$ cat config.mk
export PLATFORM = sky130hd
export DESIGN_NAME = phy_tx_clk_sched
export DESIGN_NICKNAME = d
export VERILOG_FILES = /design/src/rtl/phy_tx_pkg.sv /design/src/rtl/phy_tx_div_cnt.sv /design/src/rtl/phy_tx_clk_sched.sv
export SDC_FILE = /design/constraint.sdc
export NUM_CORES = 1
export LEC_CHECK = 0
export CAP_MARGIN = 5
export CORE_AREA = 4 4 41 43
export CTS_CLUSTER_DIAMETER = 40
export DETAILED_ROUTE_END_ITERATION = 12
export DIE_AREA = 0 0 45 47
export RECOVER_POWER = 100
export SYNTH_ARGS = -nofsm -noshare
export SYNTH_HDL_FRONTEND = slang
export SYNTH_HIERARCHICAL = 1
export SYNTH_SLANG_ARGS = --single-unit
$ cat constraint.sdc
create_clock -name clk_8f -period 2.4 [get_ports clk_8f]
set_input_delay 0.72 -clock clk_8f [delete_from_list [all_inputs] [get_ports clk_8f]]
set_output_delay 0.72 -clock clk_8f [all_outputs]
set_load 0.01 [all_outputs]
$ cat src/rtl/phy_tx_pkg.sv
// Shared types and constants for the phy_tx clock scheduler.
package phy_tx_pkg;

    typedef enum logic [1:0] {
        ST_IDLE   = 2'd0,
        ST_WARMUP = 2'd1,
        ST_RUN    = 2'd2,
        ST_DRAIN  = 2'd3
    } state_e;

    localparam int DEF_DIV_2F   = 4;
    localparam int DEF_DIV_F    = 2;
    localparam int DEF_WARMUP_F = 2;

    // Counter width for a modulo-m counter; never narrower than one bit.
    function automatic int cnt_w(input int m);
        return (m > 1) ? $clog2(m) : 1;
    endfunction

endpackage

$ cat src/rtl/phy_tx_div_cnt.sv
// Modulo-MOD counter with synchronous clear and terminal-count decode.
module phy_tx_div_cnt #(
    parameter int MOD = 4,
    parameter int W   = 2
) (
    input  logic         clk_8f,
    input  logic         reset,
    input  logic         clr,
    input  logic         inc,
    output logic [W-1:0] cnt,
    output logic         tc
);

    logic [W-1:0] cnt_q, cnt_d;

    assign cnt = cnt_q;
    assign tc  = (cnt_q == W'(MOD - 1));

    // Next count: clear dominates, otherwise step and wrap at MOD-1.
    always_comb begin
        cnt_d = cnt_q;
        if (clr)
            cnt_d = '0;
        else if (inc)
            cnt_d = tc ? '0 : cnt_q + W'(1);
    end

    // Count register.
    always_ff @(posedge clk_8f) begin
        if (reset)
            cnt_q <= '0;
        else
            cnt_q <= cnt_d;
    end

endmodule

$ cat src/rtl/phy_tx_clk_sched.sv
// Clock-enable sequencer for phy_tx: start/stop handshake, warm-up, and
// clk_f-aligned graceful stop. Optional square-wave clock outputs are
// built when CLK_OUT_EN is defined.
module phy_tx_clk_sched
    import phy_tx_pkg::*;
#(
    parameter int DIV_2F   = DEF_DIV_2F,
    parameter int DIV_F    = DEF_DIV_F,
    parameter int WARMUP_F = DEF_WARMUP_F
) (
    input  logic                      clk_8f,
    input  logic                      reset,
    input  logic                      start_req,
    input  logic                      stop_req,
`ifdef CLK_OUT_EN
    output logic                      clk_2f,
    output logic                      clk_f,
`endif
    output logic                      busy,
    output logic                      ready,
    output logic                      ce_2f,
    output logic                      ce_f,
    output logic [$clog2(DIV_2F)-1:0] phase
);

    localparam int W8 = cnt_w(DIV_2F);
    localparam int W2 = cnt_w(DIV_F);
    localparam int WW = cnt_w(WARMUP_F);

    state_e         state_q, state_d;
    logic           active, clr;
    logic [W8-1:0]  cnt8;
    logic [W2-1:0]  cnt2;
    logic [WW-1:0]  warm;
    logic           cnt8_tc, cnt2_tc, warm_tc;

    // Counters are held at zero in IDLE and cleared on any return to IDLE,
    // so a restart always begins a fresh period.
    assign active = (state_q != ST_IDLE);
    assign clr    = (state_q == ST_IDLE) || (state_d == ST_IDLE);

    phy_tx_div_cnt #(.MOD(DIV_2F), .W(W8)) u_cnt8 (
        .clk_8f(clk_8f), .reset(reset), .clr(clr), .inc(1'b1),
        .cnt(cnt8), .tc(cnt8_tc)
    );

    phy_tx_div_cnt #(.MOD(DIV_F), .W(W2)) u_cnt2 (
        .clk_8f(clk_8f), .reset(reset), .clr(clr), .inc(ce_2f),
        .cnt(cnt2), .tc(cnt2_tc)
    );

    phy_tx_div_cnt #(.MOD(WARMUP_F), .W(WW)) u_warm (
        .clk_8f(clk_8f), .reset(reset), .clr(clr), .inc(ce_f),
        .cnt(warm), .tc(warm_tc)
    );

    // Strobes decode registered state only.
    assign ce_2f = active && cnt8_tc;
    assign ce_f  = ce_2f && cnt2_tc;
    assign busy  = active;
    assign ready = (state_q == ST_RUN);
    assign phase = active ? cnt8[$clog2(DIV_2F)-1:0] : '0;

    // State register.
    always_ff @(posedge clk_8f) begin
        if (reset)
            state_q <= ST_IDLE;
        else
            state_q <= state_d;
    end

    // Next-state: start wins in IDLE, stop wins elsewhere; RUN stop on a
    // ce_f boundary skips DRAIN since the period is already complete.
    always_comb begin
        state_d = state_q;
        case (state_q)
            ST_IDLE:   if (start_req) state_d = ST_WARMUP;
            ST_WARMUP: begin
                if (stop_req)              state_d = ST_IDLE;
                else if (ce_f && warm_tc)  state_d = ST_RUN;
            end
            ST_RUN:    if (stop_req) state_d = ce_f ? ST_IDLE : ST_DRAIN;
            ST_DRAIN:  if (ce_f)     state_d = ST_IDLE;
            default:   state_d = ST_IDLE;
        endcase
    end

`ifdef CLK_OUT_EN
    logic clk_2f_q, clk_2f_d, clk_f_q, clk_f_d;
    logic tgl_2f, tgl_f;

    assign tgl_2f = active && (cnt8_tc || (cnt8 == W8'(DIV_2F / 2 - 1)));
    assign tgl_f  = (DIV_F % 2 == 1) ? ce_f
                  : (ce_2f && (cnt2_tc || (cnt2 == W2'(DIV_F / 2 - 1))));
    assign clk_2f = clk_2f_q;
    assign clk_f  = clk_f_q;

    // Square waves toggle on period boundaries and are forced low in IDLE.
    always_comb begin
        clk_2f_d = clk_2f_q ^ tgl_2f;
        clk_f_d  = clk_f_q ^ tgl_f;
        if (state_d == ST_IDLE) begin
            clk_2f_d = 1'b0;
            clk_f_d  = 1'b0;
        end
    end

    // Square-wave registers.
    always_ff @(posedge clk_8f) begin
        if (reset) begin
            clk_2f_q <= 1'b0;
            clk_f_q  <= 1'b0;
        end else begin
            clk_2f_q <= clk_2f_d;
            clk_f_q  <= clk_f_d;
        end
    end
`endif

endmodule
## Word-level counts from Yosys, hierarchy flattened

Cells that the tools add are included.

| word-level totals | value |
|---|---|
| register bits after elaboration | 6 |
| bits in latches | 0 |
| bits in writable memories | 0 |
| bits in read-only memories | 0 |
| bits of input ports | 4 |
| output and inout port bits | 6 |
| logic and storage cells | 30 |
| memories kept | 0 |

| operators by class | value |
|---|---|
| add/sub/neg operators | 3 |
| $mul | 0 |
| divide/modulo/power cells | 0 |
| $lt $le $gt $ge | 0 |
| equal/unequal tests | 4 |
| shifts and indexed selects | 0 |
| multiplexer cells | 10 |
| bitwise operators | 0 |
| reduce and logical (&&, ||, !) cells | 9 |

Operators with widths:

| cell | number |
|---|---|
| two-way mux 2 bit | 7 |
| case mux 2 bit (4 select lines) | 1 |
| equality test 2 bit (second input constant) | 3 |
| zero test 2 bit | 2 |
| logical AND 1 bit | 3 |
| OR reduction 3 bit | 1 |
| adder 1 bit (second input constant) | 2 |
| adder 2 x 1 -> 2 bit (second input constant) | 1 |
| equality test 2 x 1 -> 1 bit (second input constant) | 1 |
| two-way mux 1 bit | 2 |
| nonzero test 2 bit | 1 |
| OR reduction 2 bit | 1 |
| logical OR 1 bit | 1 |

## Depth between registers and ports, before layout

| logic depth | value |
|---|---|
| depth after elaboration | 10 |
| gate-level depth with buffers | 6 |
| depth with buffers taken out | 5 |

## Cells and area by module

The synthesis kept the hierarchy.

Modules (own cells, without submodules):

| module | instances | cells each | area each (µm²) | sequential area each (µm²) |
|---|---|---|---|---|
| phy_tx_clk_sched | 1 | 22 | 178.9 | 40.0 |
| phy_tx_div_cnt (u_cnt8) | 1 | 8 | 95.1 | 40.0 |
| phy_tx_div_cnt (u_cnt2 ...) | 2 | 4 | 46.3 | 20.0 |

## Least setup slack after synthesis

OpenSTA, ideal clock, no wires.

| timing | value |
|---|---|
| path kind | reg-to-output |
| from | register state_q[1] |
| to | output ce_f |
| arrival | 925 ps |
| data required time | 1680 ps |
| setup slack | 755 ps |
| cell stages (with the launch flop) | 5 |
| path buffers | 1 |
| cells stage by stage | dfxtp_1 buf_6 nor2_1 inv_1 and3_1 |

| on the way | value |
|---|---|
| word-level cells in the longest chain between the ends | 3 |

Ends and longest elaborated chain:

| what | RTL line | source |
|---|---|---|
| from (decl) | phy_tx_clk_sched.sv:30 | `state_e state_q, state_d;` |
| from (signal assigned) | phy_tx_clk_sched.sv:69 | `state_q <= state_d;` |
| nonzero test 2 bit | phy_tx_clk_sched.sv:39 | `assign active = (state_q != ST_IDLE);` |
| named net busy | phy_tx_clk_sched.sv:19 | `output logic busy,` |
| logical AND 1 bit | phy_tx_clk_sched.sv:58 | `assign ce_2f = active && cnt8_tc;` |
| logical AND 1 bit | phy_tx_clk_sched.sv:59 | `assign ce_f = ce_2f && cnt2_tc;` |
| to (decl) | phy_tx_clk_sched.sv:22 | `output logic ce_f,` |

The timed path passes the listed nets, and every way through them passes these cells.

## Final worst setup path

| timing | value |
|---|---|
| from | register u_cnt8.cnt_q[0], in the netlist u_cnt8/cnt[0] |
| to | output ce_2f |

| on the way | value |
|---|---|
| word-level cells in the longest chain between the ends | 2 |

Ends and longest elaborated chain:

| what | RTL line | source |
|---|---|---|
| from (decl) | phy_tx_div_cnt.sv:14 | `logic [W-1:0] cnt_q, cnt_d;` |
| from (signal assigned) | phy_tx_div_cnt.sv:33 | `cnt_q <= cnt_d;` |
| equality test 2 bit | phy_tx_div_cnt.sv:17 | `assign tc = (cnt_q == W'(MOD - 1));` |
| named net cnt8_tc | phy_tx_clk_sched.sv:35 | `logic cnt8_tc, cnt2_tc, warm_tc;` |
| logical AND 1 bit | phy_tx_clk_sched.sv:58 |  |
| to (decl) | phy_tx_clk_sched.sv:21 | `output logic ce_2f,` |

The timed path passes the listed nets, and every way through them passes these cells.

==> flow_summary.yaml <==
synthesis:
  ys_seq_elements: 6
  syn_area_um2: 366.6
  yosysSeqAreaShare_pct: 32.76
  ys_warn_count: 6
  avgSynthCellArea_um2: 9.647
  synth_cell_type_count: 24
  syn_inst: 38
clock_network:
  clockBufferDepth: 2
  cts_root_buf: "clkbuf_4"
  clk_pin_slew_ps: 50
  clock_latency_ps: 240
  holdBufCountCts: 0
  cts_made_buffers: 3
  cts_max_level: 1
  post_cts_buffers: 0
  cts_tree: "yes"
  cts.sinks: 6
power:
  power_density_nw_per_um2: 455.3
  ir_drop_v: 0.0003433
  leakage_nw: 0.2130
flow_run:
  maxCapViolations: 0
sta:
  skew_ps: 0.8753
  final_hold_viol_count: 0
  setup_viol: 0
  fin_crit_sh_pct: 96.11
  fmax_mhz: 433.5
  post-route-min-period_ps: 2307
  setup_tns_ps: 0
  drv_slew: 0
  rsz0062_at_grt: "no"
worst_setup_path:
  cp.arrival_ps: 1590
  path_cells: "ha_2 -> nor2b_2 -> clkdlybuf4s50_1"
  start_kind: "flip-flop"
  required_ps: 1680
  critPathKind: "reg2out"
  path_delay_family: "buffers and inverters"
  slowest_delay_ps: 550
  crit_fanout: 6
  cp-end-kind: "primary output"
  cp_slowest_cell: "clkdlybuf4s50_1"
  crit_buf_inv: 1
routing:
  antenna_left: 0
  avgRoutedWirePerCell_um: 11.23
  dr.pass1.iters: 4
  vias: 307
  route.detailed.drc: 0
  vias_per_cell: 4.723
  routed_wl_um: 730
  drt_iter0_markers: 7
global_route:
  antenna_found_initial: 0
  grt_max_degree: 9
  grt_pass1_vias: 284
  grt.overflow.total: 0
  grt_usage_pct: 8.868
  grt_pass1_wl_um: 1290
floorplanning:
  dieWidth_um: 45
  die-area_um2: 2115
  fp-row-count: 13
  core_area_um2: 1301
  ios: 10
  start_util_pct: 28.17
  dieHeight_um: 47
place:
  gp_congestion: 0.6573
  portBuffers: 9
  dp_hpwl_um: 507.2
finish:
  fin_util_pct: 37.02
  fill_cells: 150
  seq_area_um2: 121.4
  drive_above_1_share_pct: 18.00
  antenna_cells: 0
  multi_input_area_um2: 219.0
  areaGrowthSynthToFinish_pct: 31.40
  fin_nets: 57
hold_path:
  min-delay-path-class: "reg2reg"
status:
  outcome: "complete, no violations"
[power by group]
part           internal, mW  switching, mW  leakage (nW)  total [mW]
registers             0.102        0.00216        0.0492       0.104
clock network        0.0565         0.0358        0.0138      0.0923
logic                0.0124         0.0107         0.150      0.0231
total                 0.171         0.0487         0.213       0.219
[cell usage in the layout, fill, tap and decap left out, drive strengths merged, types with 2 or more instances in the layout]
cell,synthesis,final
xnor2,2,2
dlygate4sd3,0,4
conb,1,3
nor2b,5,5
clkdlybuf4s50,0,4
and3,2,2
dfxtp,6,6
nor2,2,2
clkbuf,0,4
nor3,3,3
[worst register-to-register path, stage by stage, from the launching register on]
cell and delay, ps:
dfxtp_1 370, ha_2 250, o211ai_1 120, a21oi_1 160, clkbuf_1 240, nor3_1 90
[cell type report]
cell class	instances	share of cell area, %
inverter	1	0.7792
sequential	6	25.19
tap	15	3.896
timing repair buffer	10	20.00
clock buffer	3	4.675
multi-input combinational	30	45.45
[per-layer routing]
metal / up-vias / track usage (%) / share of wire [%]
met2: 12 / 12.15 / 40
met3: 0 / 6.130 / 8.9
met4: 0 / 3.509 / 0
met1: 138 / 10.76 / 51
met5: - / 0 / 0
li1: 157 / - / -
[cells by family (layout without fill, tap and decap cells)]
| group | after synthesis | count (layout) | synth area share, % |
|---|---|---|---|
| buf+inv | 4 | 14 | 8.189 |
| mux | 2 | 2 | 6.825 |
| other cells | 1 | 3 | 1.023 |
| xor+xnor | 2 | 2 | 4.779 |
| fa+ha+maj | 1 | 1 | 3.412 |
| simple gates | 15 | 15 | 28.33 |
| flops | 6 | 6 | 32.77 |
| compound gates | 7 | 7 | 14.68 |
[repair_timing]
| item | in CTS | in global routing |
|---|---|---|
| setup endpoints to repair | 2 | 2 |
| gates cloned | 0 | 0 |
| gates resized for setup | 2 | 3 |
[metrics by stage]
| stage | setup slack [ps] | total power, mW | hold slack, ps | cell area [um^2] | std cells |
|---|---|---|---|---|---|
| floorplan | 755.5 | 0.1173 | 521.1 | 374.1 | 40 |
| global placement | 230.0 | 0.1310 | 543.5 | 464.2 | 62 |
| detailed placement | 245.3 | 0.1312 | 531.5 | 464.2 | 62 |
| CTS | 29.14 | 0.2272 | 546.5 | 490.5 | 65 |
| global route | 14.87 | 0.2345 | 582.5 | 481.7 | 65 |
| finish | 93.26 | 0.2193 | 551.1 | 481.7 | 65 |
[synth_stat cells, drive strengths merged]
library cell | n | share of area, %
o211a | 1 | 2.7
nor3b | 1 | 3.4
a21oi | 1 | 1.4
ha | 1 | 3.4
dfxtp | 6 | 33
a31oi | 1 | 1.7
o211ai | 1 | 2.0
mux2i | 1 | 2.7
or3b | 1 | 2.4
and3 | 2 | 3.4
mux2 | 1 | 4.1
o21ai | 1 | 1.4
a22oi | 1 | 2.0
nor2 | 2 | 2.0
xnor2 | 2 | 4.8
inv | 1 | 1.0
conb | 1 | 1.0
nand2b | 1 | 1.7
nor2b | 5 | 8.5
a211oi | 1 | 3.4
nor3 | 3 | 6.8
buf | 3 | 7.2
[registers in the layout, indices dropped and copies added (netlist names)]
signal	flops
state_q	2
u_cnt8/cnt	2
u_cnt2/cnt	1
u_warm/cnt	1
[path summary, 6_finish.rpt]
check,from,endpoint,slack [ps],depth (start not counted)
worst min register to register,u_warm/cnt,u_warm/cnt,550,2
worst max register to register,u_cnt8/cnt[0],u_cnt2/cnt,1060,5
worst max-delay path,u_cnt8/cnt[0],ce_2f,90,3
worst min-delay path,u_warm/cnt,u_warm/cnt,550,2
(Power assumes the default switching activity.)
